### config.mk
export PLATFORM = sky130hd
export DESIGN_NAME = rr_mux_arbiter
export DESIGN_NICKNAME = d
export VERILOG_FILES = /design/src/rtl/rr_mux_arbiter.sv
export SDC_FILE = /design/constraint.sdc
export NUM_CORES = 1
export LEC_CHECK = 0
export CAP_MARGIN = 25
export CORE_AREA = 2 2 54 56
export DETAILED_ROUTE_END_ITERATION = 8
export DIE_AREA = 0 0 56 58
export GPL_TIMING_DRIVEN = 0
export PLACE_DENSITY = 0.72
export SLEW_MARGIN = 20
export SYNTH_ARGS = -nofsm -noshare
export SYNTH_HDL_FRONTEND = slang
export SYNTH_SLANG_ARGS = --single-unit
### constraint.sdc
create_clock -name i_clk -period 1.4 [get_ports i_clk]
set_input_delay 0.28 -clock i_clk [delete_from_list [all_inputs] [get_ports i_clk]]
set_output_delay 0.28 -clock i_clk [all_outputs]
set_load 0.01 [all_outputs]
### src/rtl/rr_mux_arbiter.sv
// Round-robin arbiter sharing one word mux between DEPTH valid/ready requesters,
// presenting the granted word on a single registered valid/ready output port.

module param_mux #(
   parameter int DEPTH     = 4,
   parameter int WORD_SIZE = 8
) (
   input  logic [$clog2(DEPTH)-1:0] sel,
   input  logic [WORD_SIZE-1:0]     data [DEPTH-1:0],
   output logic [WORD_SIZE-1:0]     y
);

   localparam int IW = $clog2(DEPTH);

   // Compare against each legal index so select codes >= DEPTH read zero
   always_comb begin
      y = '0;
      for (int unsigned k = 0; k < DEPTH; k++) begin
         if (sel == IW'(k)) begin
            y = data[k];
         end
      end
   end

endmodule

module rr_mux_arbiter #(
   parameter int DEPTH     = 4,
   parameter int WORD_SIZE = 8
) (
   input  logic                     i_clk,
   input  logic                     i_rst,
   input  logic [DEPTH-1:0]         i_req_valid,
   input  logic [WORD_SIZE-1:0]     i_req_data [DEPTH-1:0],
   output logic [DEPTH-1:0]         o_req_ready,
   output logic                     o_valid,
   output logic [WORD_SIZE-1:0]     o_data,
   input  logic                     i_ready,
   output logic [$clog2(DEPTH)-1:0] o_grant_idx
);

   localparam int IW = $clog2(DEPTH);
   localparam logic [IW-1:0] LAST_IDX = IW'(DEPTH - 1);

   typedef enum logic {
      IDLE,
      SEND
   } state_t;

   state_t              state;
   state_t              state_next;
   logic [IW-1:0]       last_grant;
   logic [IW-1:0]       winner;
   logic [IW:0]         cand;
   logic                any_valid;
   logic                can_load;
   logic                load;
   logic [WORD_SIZE-1:0] mux_word;

   // Search starts one past the last grant; the candidate is one bit wider so
   // the sum can be wrapped at DEPTH rather than at the next power of two.
   always_comb begin
      winner    = '0;
      any_valid = 1'b0;
      cand      = '0;
      for (int unsigned off = 1; off <= DEPTH; off++) begin
         cand = {1'b0, last_grant} + (IW + 1)'(off);
         if (cand >= (IW + 1)'(DEPTH)) begin
            cand = cand - (IW + 1)'(DEPTH);
         end
         if (!any_valid && i_req_valid[cand[IW-1:0]]) begin
            any_valid = 1'b1;
            winner    = cand[IW-1:0];
         end
      end
   end

   param_mux #(
      .DEPTH     (DEPTH),
      .WORD_SIZE (WORD_SIZE)
   ) u_mux (
      .sel  (winner),
      .data (i_req_data),
      .y    (mux_word)
   );

   always_ff @(posedge i_clk) begin
      if (i_rst) begin
         state <= IDLE;
      end else begin
         state <= state_next;
      end
   end

   always_comb begin
      state_next = state;
      case (state)
         IDLE: begin
            if (any_valid) begin
               state_next = SEND;
            end
         end
         SEND: begin
            if (i_ready && !any_valid) begin
               state_next = IDLE;
            end
         end
         default: state_next = IDLE;
      endcase
   end

   always_comb begin
      o_valid     = (state == SEND);
      can_load    = (state == IDLE) || (o_valid && i_ready);
      load        = can_load && any_valid && !i_rst;
      o_req_ready = '0;
      for (int unsigned k = 0; k < DEPTH; k++) begin
         o_req_ready[k] = load && (winner == IW'(k));
      end
   end

   always_ff @(posedge i_clk) begin
      if (i_rst) begin
         o_data      <= '0;
         o_grant_idx <= '0;
         last_grant  <= LAST_IDX;
      end else if (load) begin
         o_data      <= mux_word;
         o_grant_idx <= winner;
         last_grant  <= winner;
      end
   end

endmodule

* Word-level counts from Yosys, hierarchy flattened
Cells that the tools add are included.
** Word-level totals
- Bits in registers :: 13
- Bits of input ports :: 39
- Logic and storage cells :: 69
** Operators by class
- Add/sub/neg operators :: 8
- Order comparisons :: 8
- Equality and inequality tests :: 3
- Muxes and demuxes :: 27
- Bitwise operators :: 1
- Reductions and logical operators :: 18
** Operators by type and width (number)
- 8-bit 2-to-1 mux :: 4
- 2-bit 2-to-1 mux :: 8
- 3-bit greater-or-equal comparator (second input constant) :: 4
- 2-bit by 3-bit less-than comparator with 1-bit output (second input constant) :: 4
- 1-bit logical AND :: 11
- 1-bit 2-to-1 mux :: 10
- 1-bit binary-select mux with 2-bit select :: 4
- 2-bit by 1-bit subtractor with 2-bit output (second input constant) :: 4
- 2-bit by 2-bit adder with 3-bit output (second input constant) :: 2
- 1-bit zero test :: 5
- 2-bit == test (second input constant) :: 2
- 2-bit by 1-bit adder with 3-bit output (second input constant) :: 1
- 2-bit by 3-bit adder with 3-bit output (second input constant) :: 1
- 2-bit by 1-bit == test with 1-bit output (second input constant) :: 1
- 2-bit zero test :: 1
- 1-bit one-hot mux with 2 select lines :: 1
- 1-bit logical OR :: 1
- 1-bit inverter :: 1

* Longest topological paths before layout
- Depth in word-level cells :: 20
- Gate-level depth with buffers :: 7

* By module
Synthesis repeated with hierarchy kept, for this count alone.
** Second synthesis, totals
- Cell total of the unflattened synthesis :: 90
- Area total of the unflattened synthesis :: 879.6 sq um
** By module, submodules not included
- rr_mux_arbiter :: times used 1, cells each 80, area each 683.2 sq um, seq. area each 260.2 sq um
- param_mux :: times used 1, cells each 10, area each 196.4 sq um, seq. area each 0.0 sq um

* Worst setup path after synthesis
OpenSTA, ideal clock, no wires.
- Path type :: in2out
- Start :: input port i_req_valid[0]
- End :: output port o_req_ready[2]
- Arrival :: 1.236 ns
- Required time :: 1.120 ns
- Path slack :: -0.116 ns
- Stages on the path :: 6
- Path buffers :: 1
- Cells stage by stage :: o21ai_1 -> o21ai_1 -> a211o_1 -> buf_6 -> nand2b_1 -> nor2_1
** Between the ends
- Longest elaborated chain between the ends :: 15
- Elaborated cells between the ends (all ways) :: 26
** Ends and longest elaborated chain
- start, declared :: line 33 : input logic [DEPTH-1:0] i_req_valid,
- 1-bit binary-select mux with 2-bit select :: line 71 : if (!any_valid && i_req_valid[cand[IW-1:0]]) begin
- 1-bit 2-to-1 mux (implied by the code) :: line 71
- 1-bit 2-to-1 mux :: line 71
- 1-bit zero test :: line 71
- 1-bit logical AND :: line 71
- 1-bit 2-to-1 mux :: line 71
- 1-bit zero test :: line 71
- 1-bit logical AND :: line 71
- 1-bit 2-to-1 mux :: line 71
- 1-bit zero test :: line 71
- 1-bit logical AND :: line 71
- 1-bit 2-to-1 mux :: line 71
- 1-bit logical AND (2 in series) :: line 115 : load = can_load && any_valid && !i_rst;
- 1-bit logical AND * :: line 118 : o_req_ready[k] = load && (winner == IW'(k));
- end, declared :: line 35 : output logic [DEPTH-1:0] o_req_ready,
Mark *: on every way between the ends. The rest lies on a longest branch, timed or not. The select of a mux whose other input is x is not followed.

* Worst setup path in the final report
- Start :: register last_grant[0]
- End :: output port o_req_ready[0]
** Between the ends
- Longest elaborated chain between the ends :: 18
- Elaborated cells between the ends (all ways) :: 42
** Ends and longest elaborated chain
- start, declared :: line 52 : logic [IW-1:0] last_grant;
- start signal, assigned :: line 130 : last_grant <= winner;
- 2-bit by 1-bit adder with 3-bit output :: line 67 : cand = {1'b0, last_grant} + (IW + 1)'(off);
- 3-bit greater-or-equal comparator / 2-bit by 1-bit subtractor with 2-bit output (equally long branches) :: line 68, 69
- 2-bit 2-to-1 mux :: line 68 : if (cand >= (IW + 1)'(DEPTH)) begin
- 1-bit binary-select mux with 2-bit select :: line 71
- 1-bit 2-to-1 mux (implied by the code) :: line 71
- 1-bit 2-to-1 mux :: line 71
- 1-bit zero test :: line 71
- 1-bit logical AND :: line 71
- 1-bit 2-to-1 mux :: line 71
- 1-bit zero test :: line 71
- 1-bit logical AND :: line 71
- 1-bit 2-to-1 mux :: line 71
- 1-bit zero test :: line 71
- 1-bit logical AND :: line 71
- 1-bit 2-to-1 mux :: line 71
- 1-bit logical AND (2 in series) :: line 115
- 1-bit logical AND * :: line 118
Marks and branches as above.

==> results summary <==
The run finished, with violations left. The final reports fail on negative setup slack. The netlist area before placement came out at slightly below 800 µm². The largest voltage drop on the vdd net came out at 0.563 mV. The tree is rooted in a sky130_fd_sc_hd__clkbuf_4. The flip-flop and latch count after synthesis came out at 13. The number of global-route vias before repair is around 990. The number of buffers inserted during clock tree synthesis came out at 3.

The total detailed-routing wirelength is between 2000 and 3000 µm. The relative contribution of combinational cells to total power is 0.499. In this run the critical register-to-register path is launched from last_grant[0]. In the routed design, unresolved DRC markers number 0.

The top fanout value on the critical path came out at 4. The worst setup path is captured at a primary output. The die outline width came out at between 50 and 60 µm. The clock latency on the worst-skew pair is roughly 280 ps.

The share of total power dissipated in sequential elements is 0.333. The floorplan step defined a die boundary enclosing 3250 µm². The fraction of final layout cells with drive strength greater than 1 is 0.311. The total track usage came out at 0.172.

The clock drives 13 sinks. Hold timing on the final database bottoms out at a slack of 391 ps. The post-layout utilization of the core is 0.604. The via count came out at roughly 950. The remaining max-slew budget at the tightest pin came out at 0.725. Detailed placement finished with a half-perimeter wire length of ~1900 µm. Measured in cells, the most critical reg-to-reg path has a length of 8. The number of design-rule violations left by the first detailed-router iteration is 18. In this run the worst setup path begins at last_grant[0]. The number of antenna violations at the first check in global routing is 0. The number of detailed-routing iterations run before antenna repair is 4. The number of levels in the clock H-tree came out at 1.

Counting instances, the worst hold path has a depth of 4. The number of standard cells after synthesis came out at 83. The initial cell density of the core came out at 0.295.

The internal power came out at about 0.95 mW. The final instance area is between 1500 and 2000 µm². The sum of overflow across all layers after global routing came out at 0.

The number of rows in the core area is 19. The count of nets left with antenna violations after detail routing is 0. In this run the most critical hold path is launched from i_req_valid[2]. Prior to clock tree synthesis, the placed netlist has a worst setup slack of -1180 ps. The wire length of the first global-routing pass came out at roughly 4400 µm. The portion of total power attributed to the clock network is 0.168. Using the TritonRoute via totals, the vias-per-cell ratio works out to 5.32.

The area of the placeable core came out at ~2700 µm². The ratio of total power to cell area is ~880 nW/µm². The number of buffers added on ports is between 50 and 60.

TritonCTS built the clock tree. The clock passes through at most 2 buffers. The count of pins over their slew limit is 0.

The worst hold path belongs to the class input pin to flop. The number of maximum-capacitance violations came out at 0. The net count after synthesis is ~120. Entering global routing, the biggest net connects 11 pins. The worst endpoint required time came out at 1120 ps.

The number of top-level pins came out at 54. After detailed placement, the total cell area comes to around 1400 µm². The antenna diode count came out at 0. Setup repair after global routing could not meet its margin everywhere. The ratio of final minimum period to clock period came out at 1.32. Clock-pin slew was measured on the worst setup and hold paths at about 80 ps. The switching share of total power came out at 0.332. In the post-route analysis, the smallest setup slack over all paths is -452 ps. The leakage power figure is between 0.7 and 0.8 nW. The arrival time at the worst endpoint came out at between 1500 and 2000 ps.

The hold violation count in the final report is 0. The sequential area share after synthesis came out at 0.331. The unique cell type count in the Yosys netlist is 22. The final routed wire length divided by cell count came out at around 15 µm. Relative to the synthesized area, the layout overhead comes to 105%. The floorplan die height is 58 µm.

STA classifies the critical path startpoint as a flop. The net count of the finished layout came out at approximately 190. The critical path in this run is classified as flop to primary output. The switching power came out at 0.472 mW. Between clock sinks in the finished design, the worst skew comes to ~4.5 ps. Based on the critical path, the design can be clocked at up to between 500 and 600 MHz. The transition time at the pin with the least slew margin is a little over 400 ps. After layout, the minimum clock period comes to 1850 ps. The final sum of negative setup slack came out at -3450 ps.

Routability-driven placement finished with a final weighted congestion of roughly 0.74. The number of endpoints failing setup at the final stage came out at 13. The synthesized area divided by synthesized cell count came out at ~9.5 µm². The count of synthesis-stage warnings from yosys is 0.
==> path summary, 6_finish.rpt <==
check | endpoint | slack (ps)
max | o_req_ready[0] | -450
min | o_valid | 390
max reg2reg | o_data[0] | -240
min reg2reg | o_grant_idx[1] | 460
==> through the flow <==
stage | power (mW) | cells
floorplan | 0.797 | 83
CTS | 1.34 | 176
finish | 1.42 | 179
global placement | 1.08 | 167
global route | 1.50 | 179
detailed placement | 1.09 | 167
==> worst max-delay path: stages (launching register included) <==
cell	delay, ps
sky130_fd_sc_hd__dfxtp_4	370
sky130_fd_sc_hd__o21ai_2	50
sky130_fd_sc_hd__o21ai_1	80
sky130_fd_sc_hd__a211o_1	310
sky130_fd_sc_hd__buf_6	140
sky130_fd_sc_hd__buf_12	120
sky130_fd_sc_hd__nand2_8	70
sky130_fd_sc_hd__nor2_4	40
sky130_fd_sc_hd__buf_6	130
==> synthesized netlist by cell type, drive strengths merged <==
cell type / number / area (µm²)
a211o: 1 / 8.76
a211oi: 2 / 15.0
a21oi: 2 / 10.0
buf: 3 / 36.3
clkbuf: 1 / 3.75
dfxtp: 13 / 260
inv: 2 / 7.51
mux2i: 17 / 170
nand2: 6 / 22.5
nand2b: 1 / 6.26
nand3b: 8 / 60.1
nor2: 7 / 26.3
nor2b: 3 / 18.8
nor3: 1 / 10.0
nor4: 1 / 6.26
o21ai: 2 / 10.0
o221a: 1 / 11.3
o221ai: 9 / 78.8
o31a: 2 / 17.5
or3: 1 / 6.26
==> layout make-up <==
class	instances	area [µm²]
Fill cell	256	1050
Timing Repair Buffer	62	622
Multi-Input combinational cell	64	618
Sequential cell	13	265
Tap cell	31	38.8
Buffer	3	31.3
Clock buffer	4	26.3
Inverter	2	7.51
==> state kept, by name (all words and copies together) (netlist names) <==
signal,count
o_grant_idx,2
o_data,8
last_grant,2
o_valid,1
==> cells in the final DEF (no fill, tap or decap), types with 3 or more instances in the layout <==
cell | netlist | final
sky130_fd_sc_hd__dlygate4sd2_1 | 0 | 11
sky130_fd_sc_hd__dfxtp_1 | 13 | 11
sky130_fd_sc_hd__buf_4 | 0 | 5
sky130_fd_sc_hd__mux2i_1 | 17 | 14
sky130_fd_sc_hd__nand2_1 | 6 | 3
sky130_fd_sc_hd__nand3b_1 | 8 | 8
sky130_fd_sc_hd__o221ai_1 | 9 | 7
sky130_fd_sc_hd__clkbuf_4 | 0 | 3
sky130_fd_sc_hd__nor2_4 | 0 | 4
sky130_fd_sc_hd__buf_6 | 1 | 8
sky130_fd_sc_hd__mux2i_2 | 0 | 3
sky130_fd_sc_hd__clkdlybuf4s50_1 | 0 | 32
==> what timing repair did <==
item | 4_1_cts | 5_1_grt
pin swaps | 4 | 5
setup buffers | 5 | 5
gates resized for setup | 43 | 42
hold buffers | 0 | 0
setup endpoints to repair | 27 | 16
==> metal layers <==
layer,share of wire,GRT usage
met5,0,0
met4,0.0066,0.0612
met3,0.087,0.0558
met2,0.52,0.296
met1,0.39,0.202
==> kinds of logic (layout without fill, tap and decap cells) <==
family | Yosys count | in the layout | share of synthesized area
buffers and inverters | 6 | 71 | 0.0605
multiplexers | 17 | 17 | 0.217
AND/OR/NAND/NOR | 28 | 28 | 0.199
AO/OA/AOI/OAI | 19 | 19 | 0.193
flip-flops | 13 | 13 | 0.331
==> power groups by stage <==
| stage | clock network (mW) | registers (mW) | logic (mW) |
|---|---|---|---|
| detailed placement | 0 | 0.480 | 0.610 |
| floorplan | 0 | 0.500 | 0.297 |
| CTS | 0.245 | 0.471 | 0.629 |
| finish | 0.239 | 0.474 | 0.709 |
| global route | 0.254 | 0.483 | 0.759 |
| global placement | 0 | 0.478 | 0.598 |
(Power assumes the default switching activity.)
